### src/rtl/fetch_sequencer_if.sv
// fetch_sequencer_if: groups the PC, instruction-memory and decoder signals of
// the fetch sequencer into one bundle.
//   master : the fetch sequencer side (drives PC control, memory request,
//            queue head and branch acknowledge)
//   slave  : the surroundings (PC, instruction memory, decoder)
// Signals:
//   pc_bus_in/pc_bus_out/pc_ctl/step_pc  PC control and system bus
//   mem_req/mem_addr/mem_rdata/mem_ack   instruction memory read
//   instr_valid/instr_ready/instr_data/instr_addr  queue head to decoder
//   branch_req/branch_offset/branch_ack  decoder branch request
//   fetch_err                            sticky fetch timeout flag
interface fetch_sequencer_if;
  logic [31:0] pc_bus_in;
  logic [31:0] pc_bus_out;
  logic [1:0]  pc_ctl;
  logic        step_pc;
  logic        mem_req;
  logic [31:0] mem_addr;
  logic [31:0] mem_rdata;
  logic        mem_ack;
  logic        instr_valid;
  logic        instr_ready;
  logic [31:0] instr_data;
  logic [31:0] instr_addr;
  logic        branch_req;
  logic [31:0] branch_offset;
  logic        branch_ack;
  logic        fetch_err;

  modport master (
    input  pc_bus_in, mem_rdata, mem_ack, instr_ready, branch_req, branch_offset,
    output pc_bus_out, pc_ctl, step_pc, mem_req, mem_addr, instr_valid,
           instr_data, instr_addr, branch_ack, fetch_err
  );

  modport slave (
    output pc_bus_in, mem_rdata, mem_ack, instr_ready, branch_req, branch_offset,
    input  pc_bus_out, pc_ctl, step_pc, mem_req, mem_addr, instr_valid,
           instr_data, instr_addr, branch_ack, fetch_err
  );
endinterface

### src/rtl/fetch_sequencer.sv
// fetch_sequencer: controls the PC, fetches instruction words from memory and
// queues them in order for the decoder.
// Ports:
//   clk  system clock
//   rst  asynchronous active-high reset
//   bus  fetch_sequencer_if.master (PC bus/ctl/step, memory read, queue head,
//        branch handshake, fetch_err)
// Parameters:
//   DEPTH           queue entries (power of two, >= 2)
//   TIMEOUT_CYCLES  REQ wait limit, used only when FETCH_TIMEOUT_EN is defined
// Build option:
//   FETCH_TIMEOUT_EN  abandon a fetch after TIMEOUT_CYCLES REQ cycles without
//                     mem_ack and raise the sticky fetch_err; otherwise REQ
//                     waits forever and fetch_err is tied low.
module fetch_sequencer #(
  parameter int DEPTH          = 2,
  parameter int TIMEOUT_CYCLES = 255
) (
  input  logic             clk,
  input  logic             rst,
  fetch_sequencer_if.master bus
);
  localparam int PW = $clog2(DEPTH);
  localparam int CW = PW + 1;

  typedef enum logic [2:0] {
    IDLE, ADDR, REQ, ST_SETUP, ST_PULSE, BR_SETUP, BR_PULSE
  } state_t;

  state_t      state_q;
  logic [1:0]  pc_ctl_q;
  logic        step_q, mem_req_q, br_ack_q, err_q;
  logic [31:0] mem_addr_q, pc_bus_out_q;

  // queue storage and pointers
  logic [31:0] q_data_q [DEPTH];
  logic [31:0] q_addr_q [DEPTH];
  logic [PW-1:0] wr_q, wr_d, rd_q, rd_d;
  logic [CW-1:0] cnt_q, cnt_d;
  logic        vld_q, vld_d;
  logic [31:0] hd_data_q, hd_data_d, hd_addr_q, hd_addr_d;
  logic        push, pop, flush;

  // fetched data is dropped when a branch is pending at completion
  assign push  = (state_q == REQ) && bus.mem_ack && !bus.branch_req;
  assign pop   = vld_q && bus.instr_ready;
  assign flush = (state_q == BR_SETUP);

  always_comb begin
    wr_d      = wr_q;
    rd_d      = rd_q;
    cnt_d     = cnt_q;
    hd_data_d = hd_data_q;
    hd_addr_d = hd_addr_q;
    if (flush) begin
      wr_d  = '0;
      rd_d  = '0;
      cnt_d = '0;
    end else begin
      if (push) wr_d = wr_q + 1'b1;
      if (pop)  rd_d = rd_q + 1'b1;
      cnt_d = cnt_q + CW'(push) - CW'(pop);
      // registered head: the next head slot may be the one being written now
      if (push && (wr_q == rd_d)) begin
        hd_data_d = bus.mem_rdata;
        hd_addr_d = mem_addr_q;
      end else begin
        hd_data_d = q_data_q[rd_d];
        hd_addr_d = q_addr_q[rd_d];
      end
    end
    vld_d = (cnt_d != '0);
  end

  always_ff @(posedge clk) begin
    if (push) begin
      q_data_q[wr_q] <= bus.mem_rdata;
      q_addr_q[wr_q] <= mem_addr_q;
    end
  end

  always_ff @(posedge clk or posedge rst) begin
    if (rst) begin
      wr_q      <= '0;
      rd_q      <= '0;
      cnt_q     <= '0;
      vld_q     <= 1'b0;
      hd_data_q <= '0;
      hd_addr_q <= '0;
    end else begin
      wr_q      <= wr_d;
      rd_q      <= rd_d;
      cnt_q     <= cnt_d;
      vld_q     <= vld_d;
      hd_data_q <= hd_data_d;
      hd_addr_q <= hd_addr_d;
    end
  end

`ifdef FETCH_TIMEOUT_EN
  localparam int TW = $clog2(TIMEOUT_CYCLES + 1);
  logic [TW-1:0] to_cnt_q;
`else
  localparam int unused_timeout_cycles = TIMEOUT_CYCLES;
`endif

  // Control FSM. Every output is set on the transition into the state that
  // shows it, so ctl/bus settle a full cycle before step_pc rises.
  always_ff @(posedge clk or posedge rst) begin
    if (rst) begin
      state_q      <= IDLE;
      pc_ctl_q     <= 2'b00;
      step_q       <= 1'b0;
      mem_req_q    <= 1'b0;
      mem_addr_q   <= '0;
      pc_bus_out_q <= '0;
      br_ack_q     <= 1'b0;
      err_q        <= 1'b0;
`ifdef FETCH_TIMEOUT_EN
      to_cnt_q     <= '0;
`endif
    end else begin
      case (state_q)
        IDLE: begin
          if (bus.branch_req) begin
            state_q      <= BR_SETUP;
            pc_bus_out_q <= bus.branch_offset;
            pc_ctl_q     <= 2'b01;
          end else if (cnt_q != CW'(DEPTH)) begin
            state_q  <= ADDR;
            pc_ctl_q <= 2'b10;
          end
        end
        ADDR: begin
          mem_addr_q <= bus.pc_bus_in;
          mem_req_q  <= 1'b1;
          pc_ctl_q   <= 2'b00;
          state_q    <= REQ;
`ifdef FETCH_TIMEOUT_EN
          to_cnt_q   <= '0;
`endif
        end
        REQ: begin
          if (bus.mem_ack) begin
            mem_req_q <= 1'b0;
            if (bus.branch_req) begin
              state_q      <= BR_SETUP;
              pc_bus_out_q <= bus.branch_offset;
              pc_ctl_q     <= 2'b01;
            end else begin
              state_q <= ST_SETUP;
            end
          end
`ifdef FETCH_TIMEOUT_EN
          else if (to_cnt_q == TW'(TIMEOUT_CYCLES - 1)) begin
            mem_req_q <= 1'b0;
            err_q     <= 1'b1;
            state_q   <= IDLE;
          end else begin
            to_cnt_q <= to_cnt_q + 1'b1;
          end
`endif
        end
        ST_SETUP: begin
          step_q  <= 1'b1;
          state_q <= ST_PULSE;
        end
        ST_PULSE: begin
          step_q  <= 1'b0;
          state_q <= IDLE;
        end
        BR_SETUP: begin
          step_q   <= 1'b1;
          br_ack_q <= 1'b1;
          state_q  <= BR_PULSE;
        end
        BR_PULSE: begin
          step_q       <= 1'b0;
          br_ack_q     <= 1'b0;
          pc_ctl_q     <= 2'b00;
          pc_bus_out_q <= '0;
          state_q      <= IDLE;
        end
        default: state_q <= IDLE;
      endcase
    end
  end

  assign bus.pc_ctl      = pc_ctl_q;
  assign bus.step_pc     = step_q;
  assign bus.mem_req     = mem_req_q;
  assign bus.mem_addr    = mem_addr_q;
  assign bus.pc_bus_out  = pc_bus_out_q;
  assign bus.branch_ack  = br_ack_q;
  assign bus.instr_valid = vld_q;
  assign bus.instr_data  = hd_data_q;
  assign bus.instr_addr  = hd_addr_q;
`ifdef FETCH_TIMEOUT_EN
  assign bus.fetch_err   = err_q;
`else
  assign bus.fetch_err   = 1'b0;
`endif
endmodule

### src/flat_wrapper.sv
// flat-port wrapper written by rule: the top's interface ports become plain ports
module fetch_sequencer_flat 
#(
  parameter int DEPTH          = 2,
  parameter int TIMEOUT_CYCLES = 255
)
  (clk, rst, bus_pc_bus_in, bus_mem_rdata, bus_mem_ack, bus_instr_ready, bus_branch_req, bus_branch_offset, bus_pc_bus_out, bus_pc_ctl, bus_step_pc, bus_mem_req, bus_mem_addr, bus_instr_valid, bus_instr_data, bus_instr_addr, bus_branch_ack, bus_fetch_err);
  fetch_sequencer_if bus_i ();
  input  logic clk;
  input  logic rst;
  input wire logic [$bits(bus_i.pc_bus_in)-1:0] bus_pc_bus_in;
  input wire logic [$bits(bus_i.mem_rdata)-1:0] bus_mem_rdata;
  input wire logic [$bits(bus_i.mem_ack)-1:0] bus_mem_ack;
  input wire logic [$bits(bus_i.instr_ready)-1:0] bus_instr_ready;
  input wire logic [$bits(bus_i.branch_req)-1:0] bus_branch_req;
  input wire logic [$bits(bus_i.branch_offset)-1:0] bus_branch_offset;
  output wire logic [$bits(bus_i.pc_bus_out)-1:0] bus_pc_bus_out;
  output wire logic [$bits(bus_i.pc_ctl)-1:0] bus_pc_ctl;
  output wire logic [$bits(bus_i.step_pc)-1:0] bus_step_pc;
  output wire logic [$bits(bus_i.mem_req)-1:0] bus_mem_req;
  output wire logic [$bits(bus_i.mem_addr)-1:0] bus_mem_addr;
  output wire logic [$bits(bus_i.instr_valid)-1:0] bus_instr_valid;
  output wire logic [$bits(bus_i.instr_data)-1:0] bus_instr_data;
  output wire logic [$bits(bus_i.instr_addr)-1:0] bus_instr_addr;
  output wire logic [$bits(bus_i.branch_ack)-1:0] bus_branch_ack;
  output wire logic [$bits(bus_i.fetch_err)-1:0] bus_fetch_err;
  assign bus_i.pc_bus_in = bus_pc_bus_in;
  assign bus_i.mem_rdata = bus_mem_rdata;
  assign bus_i.mem_ack = bus_mem_ack;
  assign bus_i.instr_ready = bus_instr_ready;
  assign bus_i.branch_req = bus_branch_req;
  assign bus_i.branch_offset = bus_branch_offset;
  assign bus_pc_bus_out = bus_i.pc_bus_out;
  assign bus_pc_ctl = bus_i.pc_ctl;
  assign bus_step_pc = bus_i.step_pc;
  assign bus_mem_req = bus_i.mem_req;
  assign bus_mem_addr = bus_i.mem_addr;
  assign bus_instr_valid = bus_i.instr_valid;
  assign bus_instr_data = bus_i.instr_data;
  assign bus_instr_addr = bus_i.instr_addr;
  assign bus_branch_ack = bus_i.branch_ack;
  assign bus_fetch_err = bus_i.fetch_err;
  fetch_sequencer #(.DEPTH(DEPTH), .TIMEOUT_CYCLES(TIMEOUT_CYCLES)) u_core (.clk(clk), .rst(rst), .bus(bus_i));
endmodule
### config.mk
export PLATFORM = sky130hd
export DESIGN_NAME = fetch_sequencer_flat
export DESIGN_NICKNAME = d
export VERILOG_FILES = /design/src/rtl/fetch_sequencer_if.sv /design/src/rtl/fetch_sequencer.sv /design/src/flat_wrapper.sv
export SDC_FILE = /design/constraint.sdc
export NUM_CORES = 1
export LEC_CHECK = 0
export CORE_AREA = 2 2 173 175
export CTS_BUF_LIST = sky130_fd_sc_hd__clkbuf_16
export DETAILED_ROUTE_END_ITERATION = 8
export DIE_AREA = 0 0 175 177
export GPL_TIMING_DRIVEN = 1
export MAX_ROUTING_LAYER = met4
export SETUP_SLACK_MARGIN = 0.4
export SLEW_MARGIN = 0
export SYNTH_ARGS = -nofsm -noshare
export SYNTH_HDL_FRONTEND = slang
export SYNTH_SLANG_ARGS = --single-unit
### constraint.sdc
create_clock -name clk -period 4.5 [get_ports clk]
set_clock_uncertainty 0.1 [all_clocks]
set_input_delay 0.9 -clock clk [delete_from_list [all_inputs] [get_ports clk]]
set_output_delay 0.9 -clock clk [all_outputs]
set_load 0.01 [all_outputs]
==> impl_results.md <==
- Initial core utilization: 35.52%
- Total power draw: 0.01053 W
- TritonCTS clock tree: yes
- Seq cells post-synth: 269
- Final #Nets: 1,098
- DR pass1 iterations: 4
- Clk sinks: 269
- Vias/cell: 5.010
- Syn_nets: 878
- Max-cap violation count: 0
- Run status: finished, final reports clean
- R2R cell count: 5
- Total GRT Usage: 16.85%
- H-tree Lvls: 1
- Ys Warns: 0
- GP Congestion: 0.7400
- 1st-iter DRT viols: 562
- Largest net degree at the start of global routing: 126
- Syn Area/Cell: 13.40 µm²
- DP HPWL: 15,640 µm
- GRT overflow: 0
- Synth Instances: 775
- DRC violations left: 0
- Slew Limit Fails: 0
- Worst hold start: u_core.bus.branch_ack
- Reg-to-Reg End: u_core.bus.instr_data[27]
- Final hold violations: 0
- WP data arrival: 3.04 ns
- Layout cells sized above 1: 9.735%
- Seq/Total Area, Yosys: 70.98%
- Routed wire length: 26,180 µm
- Kind of end point of the critical path: register
- Root buffer cell: clkbuf_16
- DRT antenna net count: 0
- Vias in the first global route: 6,867
- Filler Cells Inserted: 2,522
- Core box area: 0.02924 mm²
- Top cell type by total area after synthesis: edfxtp_1
- Global-route wire length before repair: 39,720 µm
- Antenna violations before repair: 1
- TritonCTS Buffers: 28
- Vias: 7,054
- Fin crit share: 61.05%
- Worst Tran Pin Value: 1.041 ns
- Final setup vio count: 0
- Setup TNS: 0 ns
- CP Data Required Time: 4.79 ns
- Syn-to-layout area delta: 36.40%
- Peak Freq: 364.0 MHz
- Final instance count without filler cells: 1,408
- Die W: 175 µm
- Max-slew headroom: 30.45%
- Worst Hold End: u_core.bus.branch_ack
- Pwr/cell area: 743.5 mW/mm²
- Placed Cells: 1,355
- Area contributors post-synth: edfxtp_1 37%, dfrtp_1 34%, nand2_1 6.0%, o32ai_1 5.4%, a31oi_1 3.9%
- Worst r2r src: u_core.state_q[0]
- Buffer count from post-CTS setup fixing: 0
- RSZ-0062 raised after global routing: no
- CTS Buffer Depth: 3
- Post-cts resize count: 0
- Synth Flop Type: dfrtp_1
- Routed WL per cell: 18.59 µm
- Top Ports: 236
- Reg2Reg Setup Slack: 1.75 ns
- Fin Hold WS: 0.3795 ns
- Crit path launch type: register
- Share of the synthesized area in the top cell type: 37.01%
- Leak: 5.493 nW
- Rows: 63
- Worst Setup Path Type: reg -> reg
- VDD IR-drop max: 0.0003962 V
- Async SR Flop Fraction: 52.42%
- Min Tclk post-route: 2.747 ns
- Die area: 0.03098 mm²
- Library cells used by synthesis: 39
- Post-synth EDFFs: 128
- HP Class: reg -> reg
- Mapped Area: 0.01039 mm²
- Clk pin slew, worst setup/hold paths: 0.06 ns
- Hold depth: 2
- Final core occ: 48.44%
- Die Y-Extent: 177 µm
- Hold buffers post-CTS: 0
- Worst-Skew Late Latency: 0.53 ns
- PortBufs: 234
- CP Max Fanout: 42
[stage by stage]
| step | area (µm²) | setup slack [ns] |
|---|---|---|
| floorplan | 10390 | 0.7871 |
| global placement | 13130 | 1.379 |
| detailed placement | 13130 | 1.349 |
| CTS | 14160 | 1.713 |
| global route | 14170 | 1.573 |
| finish | 14170 | 1.753 |
[synth_stat cells, types with 2 or more instances]
cell type	number
mux2_2	31
clkbuf_1	36
mux2i_1	32
nor2_1	11
nand2b_1	2
buf_6	3
a31oi_1	64
buf_1	3
ha_1	2
xnor2_1	4
and2_1	2
o32ai_1	64
a21oi_1	4
o21ai_0	5
inv_1	40
dfrtp_1	141
edfxtp_1	128
buf_2	13
nor2b_1	4
nand2_1	167
[layer usage]
metal | track usage (%) | routed length, µm
met2 | 25.64 | 12380
met5 | - | 0
met3 | 3.630 | 1665
met1 | 23.15 | 11690
met4 | 4.236 | 437
[cells by family (layout without fill, tap and decap cells)]
group	after synthesis	in the layout	synth area share, %
buffers and inverters	96	338	3.879
flip-flops	269	269	70.98
AO/OA/AOI/OAI	144	144	10.29
other	1	2	0.03611
XOR/XNOR	6	6	0.6384
adder cells (fa/ha/maj)	2	2	0.2409
AND/OR/NAND/NOR	193	193	7.385
multiplexers	64	64	6.553
[area by class of cell]
type / instances / area, µm² / share of cell area (%)
Sequential cell: 269 / 7372 / 52.04
Tap cell: 390 / 488.0 / 3.444
Clock buffer: 29 / 725.7 / 5.122
Clock inverter: 23 / 309.0 / 2.181
Antenna cell: 1 / 2.502 / 0.01766
Timing Repair Buffer: 246 / 2457 / 17.35
Multi-Input combinational cell: 410 / 2659 / 18.77
Inverter: 40 / 153.9 / 1.086
[state kept, by name, summed over array words and instances, names as in the netlist]
signal	cells
u_core.bus.instr_valid	1
u_core.bus.branch_ack	1
u_core.bus.instr_addr	32
u_core.q_addr_q	64
u_core.bus.pc_ctl	2
u_core.cnt_q	2
u_core.bus.pc_bus_out	32
u_core.wr_q	1
u_core.state_q	3
u_core.bus.step_pc	1
u_core.bus.mem_addr	32
u_core.rd_q	1
u_core.q_data_q	64
u_core.bus.mem_req	1
u_core.bus.instr_data	32
[report_power, final]
| group | total (W) | internal, W | switching [W] |
|---|---|---|---|
| sequential | 0.00399 | 0.00341 | 0.000584 |
| clock | 0.00256 | 0.00162 | 0.000937 |
| combinational | 0.00398 | 0.00195 | 0.00203 |
| total | 0.0105 | 0.00698 | 0.00356 |
[how the worst max path moves through the flow]
| stage | startpoint | end | slack (ns) | depth (start not counted) |
|---|---|---|---|---|
| finish | u_core.state_q[0] | u_core.bus.instr_data[27] | 1.75 | 5 |
| global route | u_core.state_q[0] | u_core.bus.instr_data[24] | 1.57 | 5 |
| CTS | u_core.state_q[0] | u_core.bus.instr_data[27] | 1.71 | 5 |
| detailed placement | bus_branch_req | u_core.bus.instr_addr[9] | 1.35 | 6 |
| global placement | bus_branch_req | u_core.bus.instr_data[8] | 1.38 | 6 |
| floorplan | bus_branch_req | u_core.q_addr_q[0][0] | 0.79 | 5 |
[layout by cell type (no fill, tap or decap), types with 3 or more instances in the layout]
| cell type | count |
|---|---|
| a21oi_1 | 4 |
| a31oi_1 | 64 |
| buf_4 | 10 |
| bufinv_16 | 8 |
| clkbuf_16 | 29 |
| clkdlybuf4s50_1 | 234 |
| clkinv_1 | 7 |
| clkinv_2 | 3 |
| dfrtp_1 | 141 |
| edfxtp_1 | 128 |
| inv_1 | 42 |
| mux2_2 | 31 |
| mux2i_1 | 32 |
| nand2_1 | 165 |
| nor2_1 | 10 |
| nor2b_1 | 3 |
| o21ai_0 | 5 |
| o32ai_1 | 64 |
[critical path: stages, from the launching register on]
cell     delay (ns)
dfrtp_1        0.53
nor2b_1        0.25
nand2_2        0.63
o21a_2         0.65
buf_12         0.30
a31oi_1        0.13
Note: power is estimated with default switching activity, not from simulation.
